## config.mk

```make
export PLATFORM = sky130hd
export DESIGN_NAME = hyperram_seq_mp
export DESIGN_NICKNAME = d
export VERILOG_FILES = /design/src/rtl/hrc_pkg.sv /design/src/rtl/hrc_arbiter.sv /design/src/rtl/hyperram_seq_mp.sv
export SDC_FILE = /design/constraint.sdc
export NUM_CORES = 1
export LEC_CHECK = 0
export CORE_MARGIN = 2
export CORE_UTILIZATION = 30
export CTS_CLUSTER_SIZE = 10
export DETAILED_ROUTE_END_ITERATION = 6
export MAX_ROUTING_LAYER = met4
export SETUP_SLACK_MARGIN = 0.1
export SYNTH_ARGS = -nofsm -noshare
export SYNTH_HDL_FRONTEND = slang
export SYNTH_SLANG_ARGS = --single-unit
```

## constraint.sdc

```tcl
create_clock -name clk -period 2.9 [get_ports clk]
set_input_delay 0.29 -clock clk [delete_from_list [all_inputs] [get_ports clk]]
set_output_delay 0.29 -clock clk [all_outputs]
set_load 0.03 [all_outputs]
```

## src/rtl/hrc_pkg.sv

```systemverilog
// Shared types and helpers for the multi-port HyperRAM sequencer:
// FSM state encoding, command/address bit positions and CA word builder.
package hrc_pkg;

   typedef enum logic [2:0] {
      IDLE,
      CA0,
      CA1,
      CA2,
      LAT,
      WDATA,
      RDATA,
      RECOV
   } hrc_state_e;

   localparam int unsigned CA_RW_BIT    = 47;
   localparam int unsigned CA_AS_BIT    = 46;
   localparam int unsigned CA_BURST_BIT = 45;
   localparam int unsigned CA_ROW_MSB   = 44;
   localparam int unsigned CA_ROW_LSB   = 16;
   localparam int unsigned CA_COL_W     = 3;

   // Word address is already truncated/extended to 32 bits by the caller.
   function automatic logic [47:0] build_ca(input logic        write,
                                            input logic        is_reg,
                                            input logic [31:0] addr);
      logic [47:0] ca;
      ca                          = '0;
      ca[CA_RW_BIT]               = ~write;
      ca[CA_AS_BIT]               = is_reg;
      ca[CA_BURST_BIT]            = 1'b1;
      ca[CA_ROW_MSB:CA_ROW_LSB]   = addr[31:3];
      ca[CA_COL_W-1:0]            = addr[2:0];
      return ca;
   endfunction

endpackage

```

## src/rtl/hrc_arbiter.sv

```systemverilog
// Requester arbiter: fixed lowest-index priority by default, round-robin
// starting at a rotating pointer when HRC_RR_ARB_EN is defined.
module hrc_arbiter #(
   parameter int unsigned NUM_PORTS = 2
) (
   input  logic                 clk,
   input  logic                 rst,
   input  logic [NUM_PORTS-1:0] req,
   input  logic                 adv,
   output logic [NUM_PORTS-1:0] gnt,
   output logic                 valid
);

   localparam int unsigned PW = (NUM_PORTS > 1) ? $clog2(NUM_PORTS) : 1;

`ifdef HRC_RR_ARB_EN
   logic [PW-1:0] ptr_q, ptr_d;
   logic [PW-1:0] gnt_idx;
   int unsigned   idx;

   always_comb begin
      gnt     = '0;
      gnt_idx = '0;
      valid   = 1'b0;
      idx     = 0;
      for (int unsigned i = 0; i < NUM_PORTS; i++) begin
         idx = (32'(ptr_q) + i) % NUM_PORTS;
         if (!valid && req[idx]) begin
            gnt[idx] = 1'b1;
            gnt_idx  = PW'(idx);
            valid    = 1'b1;
         end
      end
      ptr_d = ptr_q;
      if (adv) ptr_d = PW'((32'(gnt_idx) + 1) % NUM_PORTS);
   end

   always_ff @(posedge clk or negedge rst) begin
      if (!rst) ptr_q <= '0;
      else      ptr_q <= ptr_d;
   end
`else
   logic unused_arb;
   assign unused_arb = ^{clk, rst, adv};

   always_comb begin
      gnt   = '0;
      valid = 1'b0;
      for (int unsigned i = 0; i < NUM_PORTS; i++) begin
         if (!valid && req[i]) begin
            gnt[i] = 1'b1;
            valid  = 1'b1;
         end
      end
   end
`endif

endmodule

```

## src/rtl/hyperram_seq_mp.sv

```systemverilog
// Multi-port HyperRAM transaction sequencer driving the 16-bit-per-clock PHY.
// Arbitration mode selected by HRC_RR_ARB_EN (see hrc_arbiter).
module hyperram_seq_mp
   import hrc_pkg::*;
#(
   parameter int unsigned NUM_PORTS = 2,
   parameter int unsigned ADDR_W    = 32,
   parameter int unsigned LEN_W     = 6,
   parameter int unsigned LAT_CYC   = 6,
   parameter int unsigned RECOV_CYC = 4,
   parameter int unsigned RD_TMO    = 64
) (
   input  logic                        clk,
   input  logic                        rst,
   input  logic [NUM_PORTS-1:0]        req_valid,
   output logic [NUM_PORTS-1:0]        req_ready,
   input  logic [NUM_PORTS-1:0]        req_write,
   input  logic [NUM_PORTS-1:0]        req_reg,
   input  logic [NUM_PORTS*ADDR_W-1:0] req_addr,
   input  logic [NUM_PORTS*LEN_W-1:0]  req_len,
   input  logic [NUM_PORTS*16-1:0]     wr_data,
   output logic [NUM_PORTS-1:0]        wr_ready,
   output logic [15:0]                 rd_data,
   output logic [NUM_PORTS-1:0]        rd_valid,
   output logic [NUM_PORTS-1:0]        done,
   output logic                        err,
   output logic                        csn,
   output logic                        oe_clk,
   output logic                        oe_data,
   output logic [15:0]                 datain,
   input  logic [15:0]                 dataout,
   input  logic                        rwds_in,
   output logic                        rwds_out,
   output logic                        rwds_oe
);

   localparam int unsigned PW       = (NUM_PORTS > 1) ? $clog2(NUM_PORTS) : 1;
   localparam int unsigned LEN_MAX  = 2 ** LEN_W;
   localparam int unsigned CNT_MAX0 = (2 * LAT_CYC > RECOV_CYC) ? 2 * LAT_CYC : RECOV_CYC;
   localparam int unsigned CNT_MAX  = (CNT_MAX0 > LEN_MAX) ? CNT_MAX0 : LEN_MAX;
   localparam int unsigned CNT_W    = $clog2(CNT_MAX + 1);
   localparam int unsigned TMO_W    = $clog2(RD_TMO + 1);

   localparam logic [CNT_W-1:0] LAT1_LD  = CNT_W'(LAT_CYC - 1);
   localparam logic [CNT_W-1:0] LAT2_LD  = CNT_W'(2 * LAT_CYC - 1);
   localparam logic [CNT_W-1:0] RECOV_LD = CNT_W'(RECOV_CYC - 1);
   localparam logic [TMO_W-1:0] TMO_LAST = TMO_W'(RD_TMO - 1);

   hrc_state_e           state_q, state_d;
   logic [CNT_W-1:0]     cnt_q, cnt_d;
   logic [TMO_W-1:0]     tmo_q, tmo_d;
   logic [47:0]          ca_q, ca_d;
   logic [NUM_PORTS-1:0] gnt_q, gnt_d;
   logic [PW-1:0]        port_q, port_d;
   logic                 write_q, write_d;
   logic                 reg_q, reg_d;
   logic [LEN_W-1:0]     len_q, len_d;
   logic                 lat_dbl_q, lat_dbl_d;

   logic                 csn_q, csn_d;
   logic                 oe_clk_q, oe_clk_d;
   logic                 oe_data_q, oe_data_d;
   logic                 rwds_oe_q, rwds_oe_d;
   logic                 rwds_out_q, rwds_out_d;
   logic [15:0]          datain_q, datain_d;
   logic [15:0]          rd_data_q, rd_data_d;
   logic [NUM_PORTS-1:0] req_ready_q, req_ready_d;
   logic [NUM_PORTS-1:0] wr_ready_q, wr_ready_d;
   logic [NUM_PORTS-1:0] rd_valid_q, rd_valid_d;
   logic [NUM_PORTS-1:0] done_q, done_d;
   logic                 err_q, err_d;

   logic [NUM_PORTS-1:0] arb_gnt;
   logic                 arb_valid;
   logic                 arb_adv;

   hrc_arbiter #(
      .NUM_PORTS (NUM_PORTS)
   ) u_arb (
      .clk   (clk),
      .rst   (rst),
      .req   (req_valid),
      .adv   (arb_adv),
      .gnt   (arb_gnt),
      .valid (arb_valid)
   );

   always_comb begin
      state_d     = state_q;
      cnt_d       = cnt_q;
      tmo_d       = tmo_q;
      ca_d        = ca_q;
      gnt_d       = gnt_q;
      port_d      = port_q;
      write_d     = write_q;
      reg_d       = reg_q;
      len_d       = len_q;
      lat_dbl_d   = lat_dbl_q;
      arb_adv     = 1'b0;
      csn_d       = 1'b1;
      oe_clk_d    = 1'b0;
      oe_data_d   = 1'b0;
      rwds_oe_d   = 1'b0;
      rwds_out_d  = 1'b0;
      datain_d    = '0;
      rd_data_d   = rd_data_q;
      req_ready_d = '0;
      wr_ready_d  = '0;
      rd_valid_d  = '0;
      done_d      = '0;
      err_d       = 1'b0;

      case (state_q)
         IDLE: begin
            if (arb_valid) begin
               arb_adv     = 1'b1;
               gnt_d       = arb_gnt;
               req_ready_d = arb_gnt;
               state_d     = CA0;
               for (int unsigned i = 0; i < NUM_PORTS; i++) begin
                  if (arb_gnt[i]) begin
                     port_d  = PW'(i);
                     write_d = req_write[i];
                     reg_d   = req_reg[i];
                     len_d   = req_len[i*LEN_W +: LEN_W];
                     ca_d    = build_ca(req_write[i], req_reg[i],
                                        32'(req_addr[i*ADDR_W +: ADDR_W]));
                  end
               end
            end
         end
         CA0: begin
            lat_dbl_d = rwds_in;
            state_d   = CA1;
         end
         CA1: state_d = CA2;
         CA2: begin
            if (write_q && reg_q) begin
               state_d = WDATA;
               cnt_d   = '0;
               len_d   = '0;
            end else begin
               state_d = LAT;
               cnt_d   = lat_dbl_q ? LAT2_LD : LAT1_LD;
            end
         end
         LAT: begin
            if (cnt_q == '0) begin
               state_d = write_q ? WDATA : RDATA;
               tmo_d   = '0;
            end else begin
               cnt_d = cnt_q - CNT_W'(1);
            end
         end
         WDATA: begin
            if (cnt_q == CNT_W'(len_q)) state_d = RECOV;
            else                         cnt_d   = cnt_q + CNT_W'(1);
         end
         RDATA: begin
            if (rwds_in) begin
               rd_data_d  = dataout;
               rd_valid_d = gnt_q;
               tmo_d      = '0;
               if (cnt_q == CNT_W'(len_q)) state_d = RECOV;
               else                         cnt_d   = cnt_q + CNT_W'(1);
            end else if (tmo_q == TMO_LAST) begin
               state_d = RECOV;
               err_d   = 1'b1;
            end else begin
               tmo_d = tmo_q + TMO_W'(1);
            end
         end
         RECOV: begin
            if (cnt_q == '0) state_d = IDLE;
            else             cnt_d   = cnt_q - CNT_W'(1);
         end
         default: state_d = IDLE;
      endcase

      if (state_d == RECOV && state_q != RECOV) begin
         done_d = gnt_q;
         cnt_d  = RECOV_LD;
      end

      // Pin values are decoded from the next state so the registered pins line up with state_q.
      case (state_d)
         CA0, CA1, CA2: begin
            csn_d     = 1'b0;
            oe_clk_d  = 1'b1;
            oe_data_d = 1'b1;
            if (state_d == CA0)      datain_d = ca_d[47:32];
            else if (state_d == CA1) datain_d = ca_d[31:16];
            else                     datain_d = ca_d[15:0];
         end
         LAT, RDATA: begin
            csn_d    = 1'b0;
            oe_clk_d = 1'b1;
         end
         WDATA: begin
            csn_d      = 1'b0;
            oe_clk_d   = 1'b1;
            oe_data_d  = 1'b1;
            rwds_oe_d  = 1'b1;
            datain_d   = wr_data[32'(port_d)*16 +: 16];
            wr_ready_d = gnt_d;
         end
         default: ;
      endcase
   end

   always_ff @(posedge clk or negedge rst) begin
      if (!rst) begin
         state_q     <= IDLE;
         cnt_q       <= '0;
         tmo_q       <= '0;
         ca_q        <= '0;
         gnt_q       <= '0;
         port_q      <= '0;
         write_q     <= 1'b0;
         reg_q       <= 1'b0;
         len_q       <= '0;
         lat_dbl_q   <= 1'b0;
         csn_q       <= 1'b1;
         oe_clk_q    <= 1'b0;
         oe_data_q   <= 1'b0;
         rwds_oe_q   <= 1'b0;
         rwds_out_q  <= 1'b0;
         datain_q    <= '0;
         rd_data_q   <= '0;
         req_ready_q <= '0;
         wr_ready_q  <= '0;
         rd_valid_q  <= '0;
         done_q      <= '0;
         err_q       <= 1'b0;
      end else begin
         state_q     <= state_d;
         cnt_q       <= cnt_d;
         tmo_q       <= tmo_d;
         ca_q        <= ca_d;
         gnt_q       <= gnt_d;
         port_q      <= port_d;
         write_q     <= write_d;
         reg_q       <= reg_d;
         len_q       <= len_d;
         lat_dbl_q   <= lat_dbl_d;
         csn_q       <= csn_d;
         oe_clk_q    <= oe_clk_d;
         oe_data_q   <= oe_data_d;
         rwds_oe_q   <= rwds_oe_d;
         rwds_out_q  <= rwds_out_d;
         datain_q    <= datain_d;
         rd_data_q   <= rd_data_d;
         req_ready_q <= req_ready_d;
         wr_ready_q  <= wr_ready_d;
         rd_valid_q  <= rd_valid_d;
         done_q      <= done_d;
         err_q       <= err_d;
      end
   end

   assign csn       = csn_q;
   assign oe_clk    = oe_clk_q;
   assign oe_data   = oe_data_q;
   assign rwds_oe   = rwds_oe_q;
   assign rwds_out  = rwds_out_q;
   assign datain    = datain_q;
   assign rd_data   = rd_data_q;
   assign req_ready = req_ready_q;
   assign wr_ready  = wr_ready_q;
   assign rd_valid  = rd_valid_q;
   assign done      = done_q;
   assign err       = err_q;

endmodule

```

==> results of run 1 <==
==> flip-flops by register name, indices dropped and copies added, names as in the netlist, 2 cells and up <==
register and flops:
ca_q 47, datain 16, rd_data 16, cnt_q 7
tmo_q 7, len_q 6, state_q 3, done 2
gnt_q 2, rd_valid 2, req_ready 2, wr_ready 2
==> synth_stat cells (all sizes together), types with 2 or more instances <==
library cell and number:
dfrtp 120, nand2 67, nor2 63, o21ai 42
mux2i 38, a22oi 34, clkbuf 28, nor2b 26
a31oi 22, and2 22, o22ai 19, a21o 17
buf 14, nor3 10, a211oi 9, inv 9
nand3 9, xor2 9, a21oi 8, ha 6
o31ai 6, a221oi 5, nor4 4, xnor2 4
and2b 3, o21bai 3, a221o 2, and3 2
mux2 2, nand2b 2, nor3b 2, o211ai 2
o21a 2
==> how the worst max path moves through the flow <==
stage                                       to  cells after the start  slack [ns]                 start
final                     cnt_q[6]$_DFFE_PN0P_                      9        0.20  state_q[0]$_DFF_PN0_
after floorplan           cnt_q[6]$_DFFE_PN0P_                     11        0.11  state_q[2]$_DFF_PN0_
after global routing      cnt_q[6]$_DFFE_PN0P_                      9        0.12  state_q[1]$_DFF_PN0_
after global placement    cnt_q[6]$_DFFE_PN0P_                      9        0.30  state_q[0]$_DFF_PN0_
after CTS                 cnt_q[6]$_DFFE_PN0P_                      9        0.21  state_q[0]$_DFF_PN0_
after detailed placement  cnt_q[6]$_DFFE_PN0P_                      9        0.24  state_q[0]$_DFF_PN0_
==> where the power goes <==
group          switching (mW)  leakage [nW]  internal, mW
Sequential              0.289          1.50          2.10
Combinational            1.69          2.09          1.43
Clock                   0.738         0.272          1.25
==> critical path: cells and delay by family (launching register included) <==
| kind | cells | cell delay (ns) |
|---|---|---|
| fa+ha+maj | 1 | 0.40 |
| flops | 1 | 0.39 |
| simple gates | 2 | 0.84 |
| xor+xnor | 2 | 0.27 |
| compound gates | 4 | 0.71 |
==> layer usage <==
| metal | GRT usage (%) | share of wire, % |
|---|---|---|
| met5 | - | 0 |
| met4 | 6.38 | 2.2 |
| met3 | 3.31 | 5.2 |
| met2 | 24.9 | 45 |
| met1 | 24.0 | 48 |
==> cells in the final DEF, fill, tap and decap left out, types with 3 or more instances in the layout <==
cell type / n
o21ai_0: 41
o31ai_1: 6
xnor2_1: 4
ha_1: 5
nor2b_1: 25
inv_1: 9
xor2_1: 9
nor2_1: 62
and2_1: 20
nor3_1: 6
buf_4: 26
a211oi_1: 7
a22oi_1: 34
o21bai_1: 3
nand2_1: 66
a21oi_1: 7
dfrtp_1: 120
clkinv_2: 6
a21o_1: 16
clkinvlp_4: 3
o22ai_1: 19
nand3_1: 8
a221oi_1: 4
a31oi_1: 22
nor3_2: 3
mux2i_1: 38
clkbuf_16: 17
clkdlybuf4s50_1: 175
==> metrics by stage <==
stage | power [mW] | instance area, um2 | cells | hold WS, ns
after floorplan | 4.51 | 6280 | 631 | -0.00559
after global placement | 5.48 | 8360 | 1061 | 0.347
after detailed placement | 5.54 | 8360 | 1061 | 0.349
after CTS | 7.57 | 8940 | 1094 | 0.397
after global routing | 7.99 | 8940 | 1094 | 0.419
final | 7.49 | 8940 | 1094 | 0.416
==> cell families after synthesis <==
| group | Yosys count |
|---|---|
| flops | 121 |
| fa+ha+maj | 7 |
| mux | 40 |
| simple gates | 219 |
| buf+inv | 51 |
| compound gates | 179 |
| other cells | 1 |
| xor+xnor | 13 |
==> area by class of cell <==
| class | instances | share of cell area, % |
|---|---|---|
| Clock inverter | 13 | 1.46 |
| Clock buffer | 19 | 4.84 |
| Sequential cell | 121 | 33.9 |
| Timing Repair Buffer | 203 | 22.0 |
| Tap cell | 270 | 3.78 |
| Inverter | 9 | 0.378 |
| Multi-Input combinational cell | 459 | 33.7 |
==> timing repair <==
action                    4_1_cts  5_1_grt
resized for setup               0        0
hold endpoints to repair       45        0
hold buffers                    1        0
==> results.toml, run 1 <==
[run_status]
status = "completed"

[sta]
hold_viol_final = 0
fin_worst_skew_ns = 0.00853
min_period_ns = 2.70
slew_headroom_pct = 22.0
period_share_pct = 93.0
fmax_mhz = 371
setup_violations = 0
worst_pin_slew_ns = 1.17
rsz0062_at_grt = "no"
finalMaxSlewViolations = 0
fin_ws_ns = 0.203
fin_tns_setup_ns = 0

[worst_setup_path]
critPathMaxStageDelay_ns = 0.64
crit_path_end_kind = "flop"
cp_slowest_cell = "or4b_2"
rr_worst_depth = 9
required_ns = 3.21
start_kind = "flop"
timing_worst_setup_path_type = "flop to flop"
reg2reg_to = "cnt_q[6]$_DFFE_PN0P_"
cp_data_arrival_time_ns = 3.01
cp_max_fo = 6
r2r-start = "state_q[0]$_DFF_PN0_"
crit_chain = "xnor2_1, and2_4, fa_2, a211oi_2, o21bai_1, a21oi_1, xor2_1, or4b_2, a41oi_1"
regToRegSetupSlack_ns = 0.20

[layout]
syn_to_final_growth_pct = 43.3
drive_above_1_share_pct = 10.4
num_antenna_cells = 0
fin_util_pct = 44.0
multi_input_area_um2 = 3010
seqCellArea_um2 = 3030
final_nets = 951
fillCellCount = 1989

[global_route]
grt_max_degree = 49
grt_usage_pct = 17.2
antenna_found_initial = 0
grt_pass1_vias = 5249
grt_pass1_wl_um = 28700
overflow = 0

[floorplan]
die-area_um2 = 22000
fp.dieW_um = 148
io_pins = 179
dieHeight_um = 148
core_um2 = 20300
num_rows = 52
initial_core_util_pct = 30.7

[clock_network]
cts.sinks = 121
ctsRootBufferMaster = "clkbuf_16"
numCtsBuffers = 17
cts_setup_buffers = 0
clk_latency_ns = 0.41
clk_transition_reported_paths_ns = 0.06
cts_tree = "built"
htreeDepth = 4
clock_path_buffers = 2

[route]
post_drt_wl_per_cell_um = 16.4
vias = 5362
routed_wl_um = 17900
initialDrtViolationCount = 227
drtAntennaViolNets = 0
drc = 0
firstDrtPassIters = 5
viasPerCell = 4.90

[synthesis]
synth.distinct_cells = 71
synth_top_area_share_pct = 48.1
synthFlopType = "dfrtp_1"
ys_seq_area_share_pct = 48.6
synth_fa_ha_area_share_pct = 1.52
synth_mux_area_share_pct = 6.52
synth_xor_area_share_pct = 1.83
synth_top_area_cell = "dfrtp_1"
yosys_warnings = 0
syn-num-nets = 771
synth-compound-area-share_pct = 19.7
async_flop_share_pct = 100
synth_top_family_by_area = "compound AO/OA/AOI/OAI gates"
synthSimpleGateAreaFrac_pct = 17.9
syn-cell-area_um2 = 6240
synthCells = 631
synth.ff_latch_count = 121
ys_top_cells_by_area = "dfrtp_1 (48%), mux2i_1 (6.1%), a22oi_1 (4.1%), nand2_1 (4.0%), nor2_1 (3.7%)"
synth_edf_count = 0
syn_area_per_cell_um2 = 9.88

[job]
maxCapViolations = 0

[min_path]
whs_path_depth = 3
hp-class = "input pin to flop"
hold_path_end = "rd_data[9]$_DFFE_PN0P_"
min_from = "dataout[9]"

[place]
gp_congestion = 0.845
io_buffers = 177
pre_cts_slack_ns = 0.239
hpwlAfterDp_um = 13200

[power_and_ir_drop]
ir_worst_vdd_uv = 355
p_leak_nw = 3.87
power.density_nw_per_um2 = 839
Note: power is estimated with default switching activity, not from simulation.
==> run 2: changes to the inputs <==
--- a/config.mk
+++ b/config.mk
@@ -11,6 +11,7 @@
 export DETAILED_ROUTE_END_ITERATION = 6
 export MAX_ROUTING_LAYER = met4
 export SETUP_SLACK_MARGIN = 0.1
+export SLEW_MARGIN = 15
 export SYNTH_ARGS = -nofsm -noshare
 export SYNTH_HDL_FRONTEND = slang
 export SYNTH_SLANG_ARGS = --single-unit
==> run 2 against run 1 <==
Net effect:
- power barely moved
- routed wire length hardly changed
- final cell count unchanged
- register-to-register slack about the same
- final area is essentially flat
- critical endpoint unchanged
- non-clock buffer count unchanged
- maximum frequency is essentially flat
- global-route usage did not move
- combinational power barely moved
- sequential share of layout area hardly changed
- core utilization about the same
- clock-buffer cell count unchanged
==> results.toml, run 2 (synthesis results as in run 1) <==
[worst_setup_path]
cp_max_fo = 6
critPathCapture = "cnt_q[6]$_DFFE_PN0P_"
rr_worst_depth = 9
reg2reg_to = "cnt_q[6]$_DFFE_PN0P_"
regToRegSetupSlack_ns = 0.20
r2r-start = "state_q[0]$_DFF_PN0_"
timing_worst_setup_path_type = "flop to flop"
crit_start = "state_q[0]$_DFF_PN0_"
start_kind = "flop"
cp_data_arrival_time_ns = 3.01
crit_path_end_kind = "flop"
required_ns = 3.21

[global_route]
grt_max_degree = 49
grt_pass1_vias = 5249
overflow = 0
grt_pass1_wl_um = 28700
antenna_found_initial = 0
grt_usage_pct = 17.2

[place]
gp_congestion = 0.845
dpl.cell_count = 1061
pre_cts_slack_ns = 0.239
hpwlAfterDp_um = 13200
io_buffers = 177
placed_cell_area_um2 = 8360

[layout]
most-common-layout-cells = "clkdlybuf4s50_1 (175), dfrtp_1 (120), nand2_1 (66)"
fillCellCount = 1992
final_cells = 1094
final_common_cell = "clkdlybuf4s50_1"
drive_above_1_share_pct = 10.6
multi_input_area_um2 = 3010
syn_to_final_growth_pct = 43.3
largest_reg_flops = 47
num_antenna_cells = 0
regMostFlops = "ca_q"
seqCellArea_um2 = 3030
final_nets = 951
fin_area_um2 = 8940

[clock_network]
clock_path_buffers = 2
cts.sinks = 121
ctsRootBufferMaster = "clkbuf_16"
clk_latency_ns = 0.41
clk_transition_reported_paths_ns = 0.06
cts_tree = "built"
ctsResizeCount = 0
numCtsBuffers = 17
htreeDepth = 4

[sta]
min_period_ns = 2.70
finalMaxSlewViolations = 0
fmax_mhz = 371
slew_headroom_pct = 52.3
setup_violations = 0
fin_worst_skew_ns = 0.00978
period_share_pct = 93.0
fin_tns_setup_ns = 0
rsz0062_at_grt = "no"
hold_viol_final = 0
fin_ws_ns = 0.202
worst_pin_slew_ns = 0.714

[floorplan]
core_um2 = 20300
num_rows = 52
fp.dieW_um = 148
die-area_um2 = 22000
dieHeight_um = 148
io_pins = 179
initial_core_util_pct = 30.7

[power_and_ir_drop]
ir_worst_vdd_uv = 355
power.total_mw = 7.50
p_leak_nw = 3.87
power.density_nw_per_um2 = 839

[job]
maxCapViolations = 0

[route]
vias = 5319
initialDrtViolationCount = 249
drc = 0
post_drt_wl_per_cell_um = 16.4
viasPerCell = 4.86
firstDrtPassIters = 5
routed_wl_um = 17900
drtAntennaViolNets = 0

[min_path]
hp-class = "input pin to flop"

[run_status]
status = "completed"
## run 2: cell count changes in the layout (fill, tap and decap cells not counted)
cell	change
nor2_2	+1
nor2_1	-1
## run 2: worst min path at each step
| stage | start | endpoint | slack [ns] | depth (start not counted) |
|---|---|---|---|---|
| floorplan | rst | ca_q[0]$_DFF_PN0_ | -0.006 | 0 |
| global placement | rst | rd_data[10]$_DFFE_PN0P_ | 0.35 | 1 |
| detailed placement | rst | rd_data[10]$_DFFE_PN0P_ | 0.35 | 1 |
| CTS | dataout[8] | rd_data[8]$_DFFE_PN0P_ | 0.40 | 3 |
| global route | dataout[5] | rd_data[5]$_DFFE_PN0P_ | 0.42 | 3 |
| finish | dataout[9] | rd_data[9]$_DFFE_PN0P_ | 0.42 | 3 |
## run 2: worst max-delay path: stages, from the launching register on
cell	delay, ns
dfrtp_1	0.39
xnor2_1	0.15
and2_4	0.21
fa_2	0.39
a211oi_2	0.27
o21bai_1	0.10
a21oi_1	0.16
xor2_1	0.12
or4b_2	0.64
a41oi_1	0.18
## run 2: timing repair
action | in CTS | in global routing
endpoints found under the setup margin | 0 | 0
hold endpoints to repair | 45 | 0
hold buffers | 1 | 0
buffers inserted | 0 | 0
## run 2: metal layers
| metal | track usage [%] | part of all wire (%) | routed length, um | vias to the layer above |
|---|---|---|---|---|
| met2 | 24.9 | 45 | 8030 | 151 |
| li1 | - | - | - | 2624 |
| met4 | 6.38 | 2.1 | 378 | 0 |
| met3 | 3.31 | 4.6 | 829 | 19 |
| met5 | - | 0 | 0 | - |
| met1 | 24.0 | 49 | 8700 | 2525 |
## run 2: area by class of cell
class	instances	area share (%)
well taps	270	3.78
inverters	9	0.378
multi-input cells	459	33.7
flip-flops and latches	121	33.9
clock buffers	19	4.84
repair buffers	203	21.9
clock inverters	13	1.46
## run 2: power by group
group | total, mW | switching (mW) | internal, mW
clock network | 1.99 | 0.739 | 1.25
logic | 3.12 | 1.69 | 1.43
registers | 2.39 | 0.290 | 2.10
total | 7.50 | 2.72 | 4.77
## run 2: stage by stage
step	hold WS [ns]	util [%]
global placement	0.347	41.2
finish	0.416	44.0
floorplan	-0.00559	-
CTS	0.397	44.0
global route	0.419	44.0
detailed placement	0.349	41.2
